[src/rtl/icache_fetch_ctrl.sv]
// Direct-mapped, one-word-per-line instruction cache with a single-outstanding
// refill controller and hit/miss performance counters.
module icache_fetch_ctrl #(
    parameter int INDEX_BITS = 4,
    parameter int CNT_W      = 16
) (
    input  logic             clk,
    input  logic             rst,
    input  logic             fetch_en,
    input  logic [31:0]      pc_addr,
    input  logic             inv_all,
    output logic [31:0]      instr,
    output logic             instr_valid,
    output logic             if_stall,
    output logic             mem_req,
    output logic [31:0]      mem_addr,
    input  logic [31:0]      mem_rdata,
    input  logic             mem_ready,
    output logic [CNT_W-1:0] hit_cnt,
    output logic [CNT_W-1:0] miss_cnt
);

    localparam int LINES = 1 << INDEX_BITS;
    localparam int TAG_W = 30 - INDEX_BITS;

    typedef enum logic {
        IDLE,
        MISS
    } state_t;

    state_t state, state_nx;

    logic [LINES-1:0] valid_q;
    logic [TAG_W-1:0] tag_q  [LINES];
    logic [31:0]      data_q [LINES];

    // Only the word address of the missing fetch is kept.
    logic [29:0] miss_word;

    logic [INDEX_BITS-1:0] pc_idx;
    logic [TAG_W-1:0]      pc_tag;
    logic [INDEX_BITS-1:0] miss_idx;
    logic [TAG_W-1:0]      miss_tag;

    logic lookup_hit;
    logic hit_ev;
    logic miss_ev;
    logic fill;
    logic unused_low;

    assign pc_idx     = pc_addr[INDEX_BITS+1:2];
    assign pc_tag     = pc_addr[31:INDEX_BITS+2];
    assign miss_idx   = miss_word[INDEX_BITS-1:0];
    assign miss_tag   = miss_word[29:INDEX_BITS];
    assign unused_low = ^pc_addr[1:0];

    assign lookup_hit = valid_q[pc_idx] &&
                        (tag_q[pc_idx] == pc_tag);

    assign instr    = data_q[pc_idx];
    assign mem_addr = {miss_word, 2'b00};

    always_comb begin
        state_nx    = state;
        instr_valid = 1'b0;
        if_stall    = 1'b0;
        mem_req     = 1'b0;
        hit_ev      = 1'b0;
        miss_ev     = 1'b0;
        fill        = 1'b0;
        unique case (state)
            IDLE: begin
                if (fetch_en) begin
                    if (lookup_hit) begin
                        instr_valid = 1'b1;
                        hit_ev      = 1'b1;
                    end else begin
                        if_stall = 1'b1;
                        miss_ev  = 1'b1;
                        state_nx = MISS;
                    end
                end
            end
            MISS: begin
                mem_req  = 1'b1;
                if_stall = 1'b1;
                if (mem_ready) begin
                    fill     = 1'b1;
                    state_nx = IDLE;
                end
            end
            default: state_nx = IDLE;
        endcase
    end

    always_ff @(posedge clk) begin
        if (rst) begin
            state     <= IDLE;
            valid_q   <= '0;
            miss_word <= '0;
            hit_cnt   <= '0;
            miss_cnt  <= '0;
        end else begin
            state <= state_nx;
            if (hit_ev) begin
                hit_cnt <= hit_cnt + CNT_W'(1);
            end
            if (miss_ev) begin
                miss_cnt  <= miss_cnt + CNT_W'(1);
                miss_word <= pc_addr[31:2];
            end
            if (fill) begin
                valid_q[miss_idx] <= 1'b1;
            end
            // A same-cycle invalidate wins over the fill's valid set.
            if (inv_all) begin
                valid_q <= '0;
            end
        end
    end

    always_ff @(posedge clk) begin
        if (fill && !rst) begin
            tag_q[miss_idx]  <= miss_tag;
            data_q[miss_idx] <= mem_rdata;
        end
    end

endmodule
[config.mk]
export PLATFORM = sky130hd
export DESIGN_NAME = icache_fetch_ctrl
export DESIGN_NICKNAME = d
export VERILOG_FILES = /design/src/rtl/icache_fetch_ctrl.sv
export SDC_FILE = /design/constraint.sdc
export NUM_CORES = 1
export LEC_CHECK = 0
export CAP_MARGIN = 10
export CORE_ASPECT_RATIO = 1.75
export CORE_MARGIN = 2
export CORE_UTILIZATION = 36
export CTS_CLUSTER_SIZE = 30
export DETAILED_ROUTE_END_ITERATION = 8
export DONT_BUFFER_PORTS = 1
export PLACE_DENSITY = 0.62
export SYNTH_ARGS = -nofsm -noshare
export SYNTH_HDL_FRONTEND = slang
export SYNTH_SLANG_ARGS = --single-unit
[constraint.sdc]
create_clock -name clk -period 11 [get_ports clk]
set_input_delay 1.1 -clock clk [delete_from_list [all_inputs] [get_ports clk]]
set_output_delay 1.1 -clock clk [all_outputs]
set_load 0.05 [all_outputs]
## After elaboration in Yosys (flattened, before gate mapping)

Memory sizes are Yosys's and may differ from the RTL's.
Index checks and enable logic that the tools add are counted.

| operators by class | value |
|---|---|
| bitwise operators | 2 |
| shift operators | 0 |
| divide/modulo/power cells | 0 |
| $mul | 0 |
| equal/unequal tests | 1 |
| reductions and logical operators | 5 |
| magnitude comparators | 3 |
| mux-type cells | 18 |
| $add $sub $neg | 2 |

Operators by type and width:

| cell | count |
|---|---|
| 16-bit by 1-bit adder with 16-bit output (second input constant) | 2 |
| 26-bit == test | 1 |
| 16-bit bitwise OR | 1 |
| 1-bit 2-to-1 mux | 14 |
| 4-bit by 5-bit < comparator with 1-bit output (second input constant) | 2 |
| 1-bit binary-select mux with 4-bit select | 1 |
| 1-bit demux with 4-bit select | 1 |
| 4-bit by 1-bit greater-or-equal comparator with 1-bit output (second input constant) | 1 |
| 1-bit one-hot mux with 2 select lines | 2 |
| 1-bit logical AND | 3 |
| 2-bit OR reduction | 1 |
| 1-bit logical NOT | 1 |
| 1-bit NOT | 1 |

| word-level totals | value |
|---|---|
| input bits | 69 |
| memories | 2 |
| logic and storage cells | 38 |
| bits in registers | 79 |
| bits in latches | 0 |
| ROM bits | 0 |
| memory bits (writable) | 928 |

Memories:

| memory | depth | bits a word | rd ports | clocked after Yosys merged registers in | wr ports | line | source |
|---|---|---|---|---|---|---|---|
| data_q | 16 | 32 | 1 | 0 | 1 | 35 | `logic [31:0] data_q [LINES];` |
| tag_q | 16 | 26 | 1 | 0 | 1 | 34 | `logic [TAG_W-1:0] tag_q [LINES];` |

## Logic depth before layout (Yosys ltp)

Gate-level depths: netlist of the first run.

| depth | value |
|---|---|
| depth after elaboration | 6 |
| depth in mapped cells | 15 |
| gate-level depth less buffers | 9 |

## Least setup slack after synthesis of the first run

Ideal clock, no wire load.

| timing | value |
|---|---|
| path type | input to output |
| start | in pc_addr[2] |
| end | out instr[22] |
| stages on the path | 9 |
| arrival | 3984 ps |
| setup slack | 5916 ps |
| data required time | 9900 ps |
| buffers on the path | 7 |
| path through | buf_4 -> buf_6 -> buf_6 -> buf_2 -> buf_2 -> buf_2 -> buf_1 -> mux4_2 -> mux4_2 |

| between the ends | value |
|---|---|
| cells in the longest elaborated chain, start to end | 1 |

Ends and longest elaborated chain:

| what | line | source |
|---|---|---|
| start, declared | 10 | `input logic [31:0] pc_addr,` |
| memory read 16 x 32 bit | n/a |  |
| end, declared | 12 | `output logic [31:0] instr,` |

No other way between the ends.

## Final worst setup path of the first run

| timing | value |
|---|---|
| start | in pc_addr[2] |
| end | out instr_valid |

| between the ends | value |
|---|---|
| cells in the longest elaborated chain, start to end | 6 |

Ends and longest elaborated chain:

| what | line | source |
|---|---|---|
| memory read 16 x 26 bit / 1-bit binary-select mux with 4-bit select (equally long branches) | n/a |  |
| 26-bit == test / 1-bit 2-to-1 mux (equally long branches) | 58, 57 |  |
| 1-bit logical AND (*) | 57 | `assign lookup_hit = valid_q[pc_idx] &&` |
| 1-bit 2-to-1 mux (*) | 74 | `if (lookup_hit) begin` |
| 1-bit 2-to-1 mux (*) | 73 | `if (fetch_en) begin` |
| 1-bit 2-to-1 mux (*) | 71 | `unique case (state)` |
| end, declared | 13 | `output logic instr_valid,` |

Every way passes the cells marked *; elsewhere a longest branch is shown, timed or not. The select of a mux whose other input is x is not followed.

==> run metrics, run 1 <==
fin crit period 5.623 ns; Chip Height between 400 and 500 um; die area approximately 110000 um2; DR WL/cell roughly 27 um; placed cell areas roughly 41000 um2; drt via density 5.458; power after layout 7.814 mW; Layout Nets roughly 2100; Worst Tran Pin Value between 1 and 1.5 ns; mean area per synthesized cell roughly 20 um2; first-pass GRT wire length between 100000 and 150000 um; CTS Hold Bufs 0; initial antenna violation count 3; RSZ-0062 raised after global routing false; starting density of the core between 30% and 40%; Post-route DRC 0; Setup crit end kind output port; Post-synth EDFFs between 900 and 1000; run status completed; Fill cells slightly below 10000; max-slew violation count 0; Post-CTS Setup Bufs 0; CTS tree done; clock sinks just over 1000; Placer Congestion about 0.77; Final ANT Viol Nets 0; Core ar. 109600 um2; Leakage ~14 nW; total track usage approximately 17%; Clock transition at path regs around 0.060 ns; post_cts resized 0; Worst Path Arrival ~4.5 ns; final period utilization 51.12%; die width 254.7 um; worst skew pair latency approximately 0.67 ns; Peak Freq approximately 180 MHz; Max clock buf depth 3; Setup Viol. Count Final 0; Req. time, crit path roughly 10 ns; max cap viols 0; gr ovfl total 0; fin util 40.54%; Layout Skew 0.02529 ns; Gate Count Post-Synth approximately 2000; area grow syn2layout 12.22%; root buf cell clkbuf_16; total CTS buffers 98; layout cell share with drive strength beyond 1 about a fifth; Post-synth ARST share 0%; IO Pins ~170; placed cells approximately 3400; post-route insts no fill roughly 3600; worst rel slew slack 17.96%; CTS H-tree depth 3; register area share after synthesis around 74%; dpl hpwl 51340 um; largest net degree at the start of global routing 209; Post-Route Setup TNS 0 ns; via count just under 20000; Iter 0 DRT Violations roughly 1800; register area about 29000 um2; Pwr per Cell Area 175.9 nW/um2; IO Port Bufs 0; ys flop type edfxtp_1; # rows between 150 and 200; number of global-route vias before repair approximately 21000; Final Hold Vio Count 0; design area about 44000 um2; Max FO, Critical Path 205; startpoint types primary input; Synth warnings 0; multi-input gate area in the final layout just under 10000 um2; DRT Wirelength slightly below 100000 um; synth unique cells just over 60; Post-Syn Area about 40000 um2; TritonRoute pass-1 iters 6; min-delay worst type reg -> reg; number of synthesized register bits 1007; Max VDD drop roughly 0.14 mV; Crit Path Category in -> out
[critical path, cell delays in order]
cell	delay [ns]
nor2b_1	0.69
a22oi_1	0.26
nand2_1	0.14
xor2_1	0.16
a21oi_1	0.14
or4_1	0.56
nor4_1	0.31
nand3_1	0.23
nor2_1	0.75
[flip-flops by register name, summed over array words and instances (netlist names)]
signal and flops:
data_q 512, miss_cnt 16, state 1, miss_word 30, tag_q 416, valid_q 16, hit_cnt 16
[through the flow]
stage,hold WS [ns],worst slack (ns)
after floorplan,0.4315,5.916
after global routing,0.4810,5.321
after global placement,0.4419,5.483
after CTS,0.4698,5.486
final,0.4766,5.377
after detailed placement,0.4614,5.479
[where the power goes]
group / switching, mW / internal [mW] / total (mW)
Sequential: 0.0587 / 4.20 / 4.26
Clock: 1.41 / 1.86 / 3.26
Combinational: 0.160 / 0.132 / 0.292
[cell families after synthesis]
family                   share of synthesized area (%)
AO/OA/AOI/OAI                                    2.197
XOR/XNOR                                        0.4868
adder cells (fa/ha/maj)                        0.06321
buffers and inverters                            1.492
flip-flops                                       74.39
multiplexers                                     16.66
other                                         0.009473
AND/OR/NAND/NOR                                  4.697
[worst paths after layout]
kind	from	end	slack (ns)	cells past startpoint
max	pc_addr[2]	instr_valid	5.38	9
min	valid_q[15]	valid_q[15]	0.48	2
max reg2reg	tag_q[15][25]	miss_word[13]	7.07	11
min reg2reg	valid_q[15]	valid_q[15]	0.48	2
[synthesized netlist by cell type (all sizes together), types with 5 or more instances]
library cell | number | area (um2)
nand2 | 31 | 116.4
a2111oi | 13 | 113.9
inv | 14 | 52.55
and3 | 18 | 112.6
and2 | 7 | 43.80
buf | 61 | 352.8
a211o | 12 | 105.1
a21oi | 21 | 108.9
nor2b | 27 | 168.9
edfxtp | 928 | 27870
xnor2 | 20 | 175.2
and4 | 13 | 113.9
dfxtp | 79 | 1582
mux2i | 128 | 1281
nand4 | 23 | 143.9
mux2 | 10 | 112.6
mux4 | 231 | 5202
a211oi | 5 | 37.54
o21ai | 7 | 35.03
o211ai | 5 | 37.54
nor2 | 108 | 407.9
nand2b | 8 | 50.05
nand3 | 31 | 155.2
a22oi | 33 | 247.7
nor4 | 18 | 142.6
clkbuf | 49 | 185.2
nor3 | 37 | 185.2
or4 | 7 | 52.55
a31oi | 6 | 37.54
[metal layers]
metal,vias to the layer above,GRT usage [%],wire length [um]
li1,8284,-,-
met1,10460,20.53,37090
met2,619,31.08,51390
met3,136,3.678,6182
met4,2,5.003,2198
met5,-,0,12
[cell usage in the layout, fill, tap and decap left out, types with 33 or more instances in the layout]
cell / count
edfxtp_1: 928
mux4_2: 231
mux2i_1: 128
clkbuf_16: 100
nor2_1: 91
dfxtp_1: 79
nor3_1: 37
buf_4: 37
a22oi_1: 33
[cell type report]
class,count,share of cell area [%]
flip-flops and latches,1007,66.29
clock buffers,118,5.785
clock inverters,66,1.256
well taps,1467,4.132
inverters,14,0.1183
multi-input cells,863,21.79
diodes,1,0.005633
repair buffers,37,0.6253
(Power assumes the default switching activity.)
==> run 2, diff against run 1 <==
--- a/config.mk
+++ b/config.mk
@@ -12,7 +12,7 @@
 export CTS_CLUSTER_SIZE = 30
 export DETAILED_ROUTE_END_ITERATION = 8
 export DONT_BUFFER_PORTS = 1
-export PLACE_DENSITY = 0.62
+export PLACE_DENSITY = 0.64
 export SYNTH_ARGS = -nofsm -noshare
 export SYNTH_HDL_FRONTEND = slang
 export SYNTH_SLANG_ARGS = --single-unit
==> constraint.sdc (replaced) <==
create_clock -name clk -period 4.75 [get_ports clk]
set_input_delay 0.475 -clock clk [delete_from_list [all_inputs] [get_ports clk]]
set_output_delay 0.475 -clock clk [all_outputs]
set_load 0.05 [all_outputs]
==> run metrics, run 2 (same netlist as run 1, synthesis figures left out) <==
run status completed (unchanged); clock sinks 1007 (unchanged); Layout Skew 0.02227 ns (was 0.02529 ns); dpl hpwl 51260 um (was 51340 um); most flop-heavy register data_q (unchanged); max reg flops 512 (unchanged); commonest non-fill, non-tap cell in the layout edfxtp_1 (unchanged); IO Port Bufs 0 (unchanged); Worst Tran Pin Value 1.219 ns (was 1.229 ns); Final ANT Viol Nets 0 (unchanged); DRT Wirelength 96710 um (was 96870 um); Crit Path Category reg -> out (was in -> out); area grow syn2layout 14.33% (was 12.22%); hold path endpoint hit_cnt[9] (was valid_q[15]); Worst path max stage delay 0.55 ns (was 0.75 ns); initial antenna violation count 4 (was 3); # rows 161 (unchanged); Setup Viol. Count Final 0 (unchanged); CP max stage cell nor4_1 (was nor2_1); largest net degree at the start of global routing 209 (unchanged); via count 19920 (was 19500); Post-CTS Setup Bufs 0 (unchanged); number of global-route vias before repair 20580 (was 20640); placed cells 3393 (was 3388); Max VDD drop 0.4231 mV (was 0.1421 mV); Fill cells 9633 (was 9747); critical path cell sequence mux4_2 -> mux2i_1 -> nor3_1 -> nor4_1 -> nand4_1 -> nor4_4 -> nand2_1 -> a21o_1 (was nor2b_1 -> a22oi_1 -> nand2_1 -> xor2_1 -> a21oi_1 -> or4_1 -> nor4_1 -> nand3_1 -> nor2_1); IO Pins 168 (unchanged); Setup crit end kind output port (unchanged); Clock transition at path regs 0.06 ns (about the same); final period utilization 90.50%; die area 112700 um2 (unchanged); Peak Freq about 230 MHz; worst rel slew slack 18.65% (was 17.96%); starting density of the core 36.12% (unchanged); max cap viols 0 (unchanged); FF-to-FF Start tag_q[15][25] (unchanged); total track usage 17.13% (was 17.25%); Req. time, crit path 4.28 ns (was 9.90 ns); worst skew pair latency 0.66 ns (was 0.67 ns); hold path depth 2 (unchanged); min-delay worst type in -> reg (was reg -> reg); Leakage 14.57 nW (was 14.25 nW); CTS Hold Bufs 60 (was 0); final hold slack 0.04262 ns (was 0.4766 ns); R2R Path End miss_word[28] (was miss_word[13]); Iter 0 DRT Violations 1974 (was 1766); gr ovfl total 0 (unchanged); max-slew violation count 0 (unchanged); Largest regs data_q x512, tag_q x416, miss_word x30 (unchanged); Worst Path Arrival 3.82 ns (was 4.52 ns); root buf cell clkbuf_16 (unchanged); post_cts resized 0 (unchanged); Layout Nets 2157 (was 2092); Post-Route Setup TNS 0 ns (unchanged); Reg2Reg Depth 11 (unchanged); Max FO, Critical Path 7 (was 205); RSZ-0062 raised after global routing false (unchanged); Chip Height 442.7 um (unchanged); fin crit period approximately 4.3 ns; TritonRoute pass-1 iters 5 (was 6); first-pass GRT wire length 139800 um (was 140200 um); layout cell share with drive strength beyond 1 20.37% (was 20.86%); Placer Congestion 0.7730 (was 0.7653); HP Start rst (was valid_q[15]); Max clock buf depth 3 (unchanged); die width 254.7 um (unchanged); Core ar. 109600 um2 (unchanged); commonest non-fill, non-tap cells in the layout 928 x edfxtp_1, 231 x mux4_2, 128 x mux2i_1 (unchanged); CTS H-tree depth 3 (unchanged); crit path from tag_q[13][1] (was pc_addr[2]); DR WL/cell 26.61 um (was 27.11 um); total CTS buffers 96 (was 98); startpoint types register (was primary input); reg2reg setup slack 0.53 ns (was 7.07 ns); Pwr per Cell Area 400.9 nW/um2 (was 175.9 nW/um2); pre-CTS setup slack 0.6002 ns (was 5.479 ns); Post-route DRC 0 (unchanged); Final Hold Vio Count 0 (unchanged); CTS tree done (unchanged); worst setup margin 0.4512 ns (was 5.377 ns); drt via density 5.480 (was 5.458); post-route insts no fill 3635 (was 3573); fin util 41.30% (was 40.54%)
[run 2: cell types whose count changed in the layout (fill, tap and decap cells not counted), sizes merged]
cell,delta
inv,+1
clkinv,-14
clkbuf,+6
clkinvlp,-1
dlygate4sd3,+60
diode,+2
bufinv,+1
buf,+7
[run 2: layout make-up]
class | count | area [um2] | share of cell area [%]
timing repair buffer | 104 | 1159 | 2.560
multi-input combinational | 863 | 9678 | 21.38
inverter | 14 | 52.55 | 0.1161
clock buffer | 124 | 2547 | 5.629
tap | 1467 | 1836 | 4.056
clock inverter | 53 | 530.5 | 1.172
sequential | 1007 | 29450 | 65.07
antenna | 3 | 7.507 | 0.01659
[run 2: through the flow]
| step | instance area (um2) | power, mW |
|---|---|---|
| global placement | 41520 | 10.72 |
| global route | 45250 | 18.68 |
| finish | 45260 | 18.14 |
| floorplan | 39590 | 10.68 |
| CTS | 45210 | 18.31 |
| detailed placement | 41520 | 10.74 |
[run 2: routing by layer]
metal	global-route usage, %	wire (um)	vias up	part of all wire, %
li1	-	-	8429	-
met1	21.19	36660	10570	38
met2	30.33	50850	776	53
met3	3.032	6805	143	7.0
met4	5.245	2389	0	2.5
met5	0	0	-	0
[run 2: power breakdown]
group / switching, mW / internal (mW) / total (mW) / leakage [nW]
combinational: 0.430 / 0.348 / 0.779 / 3.79
sequential: 0.153 / 9.72 / 9.88 / 9.28
clock: 3.20 / 4.29 / 7.49 / 1.50
[run 2: worst max-delay path by stage]
| stage | to | cells after the start |
|---|---|---|
| floorplan | data_q[0][0] | 4 |
| global placement | hit_cnt[8] | 10 |
| detailed placement | hit_cnt[9] | 10 |
| CTS | if_stall | 8 |
| global route | if_stall | 8 |
| finish | if_stall | 8 |
[run 2: worst max-delay path, delay by kind of cell (launching register included)]
family           cells  cell delay, ns
AO/OA/AOI/OAI        1            0.43
multiplexers         2            0.78
flip-flops           1            0.35
AND/OR/NAND/NOR      5            1.59
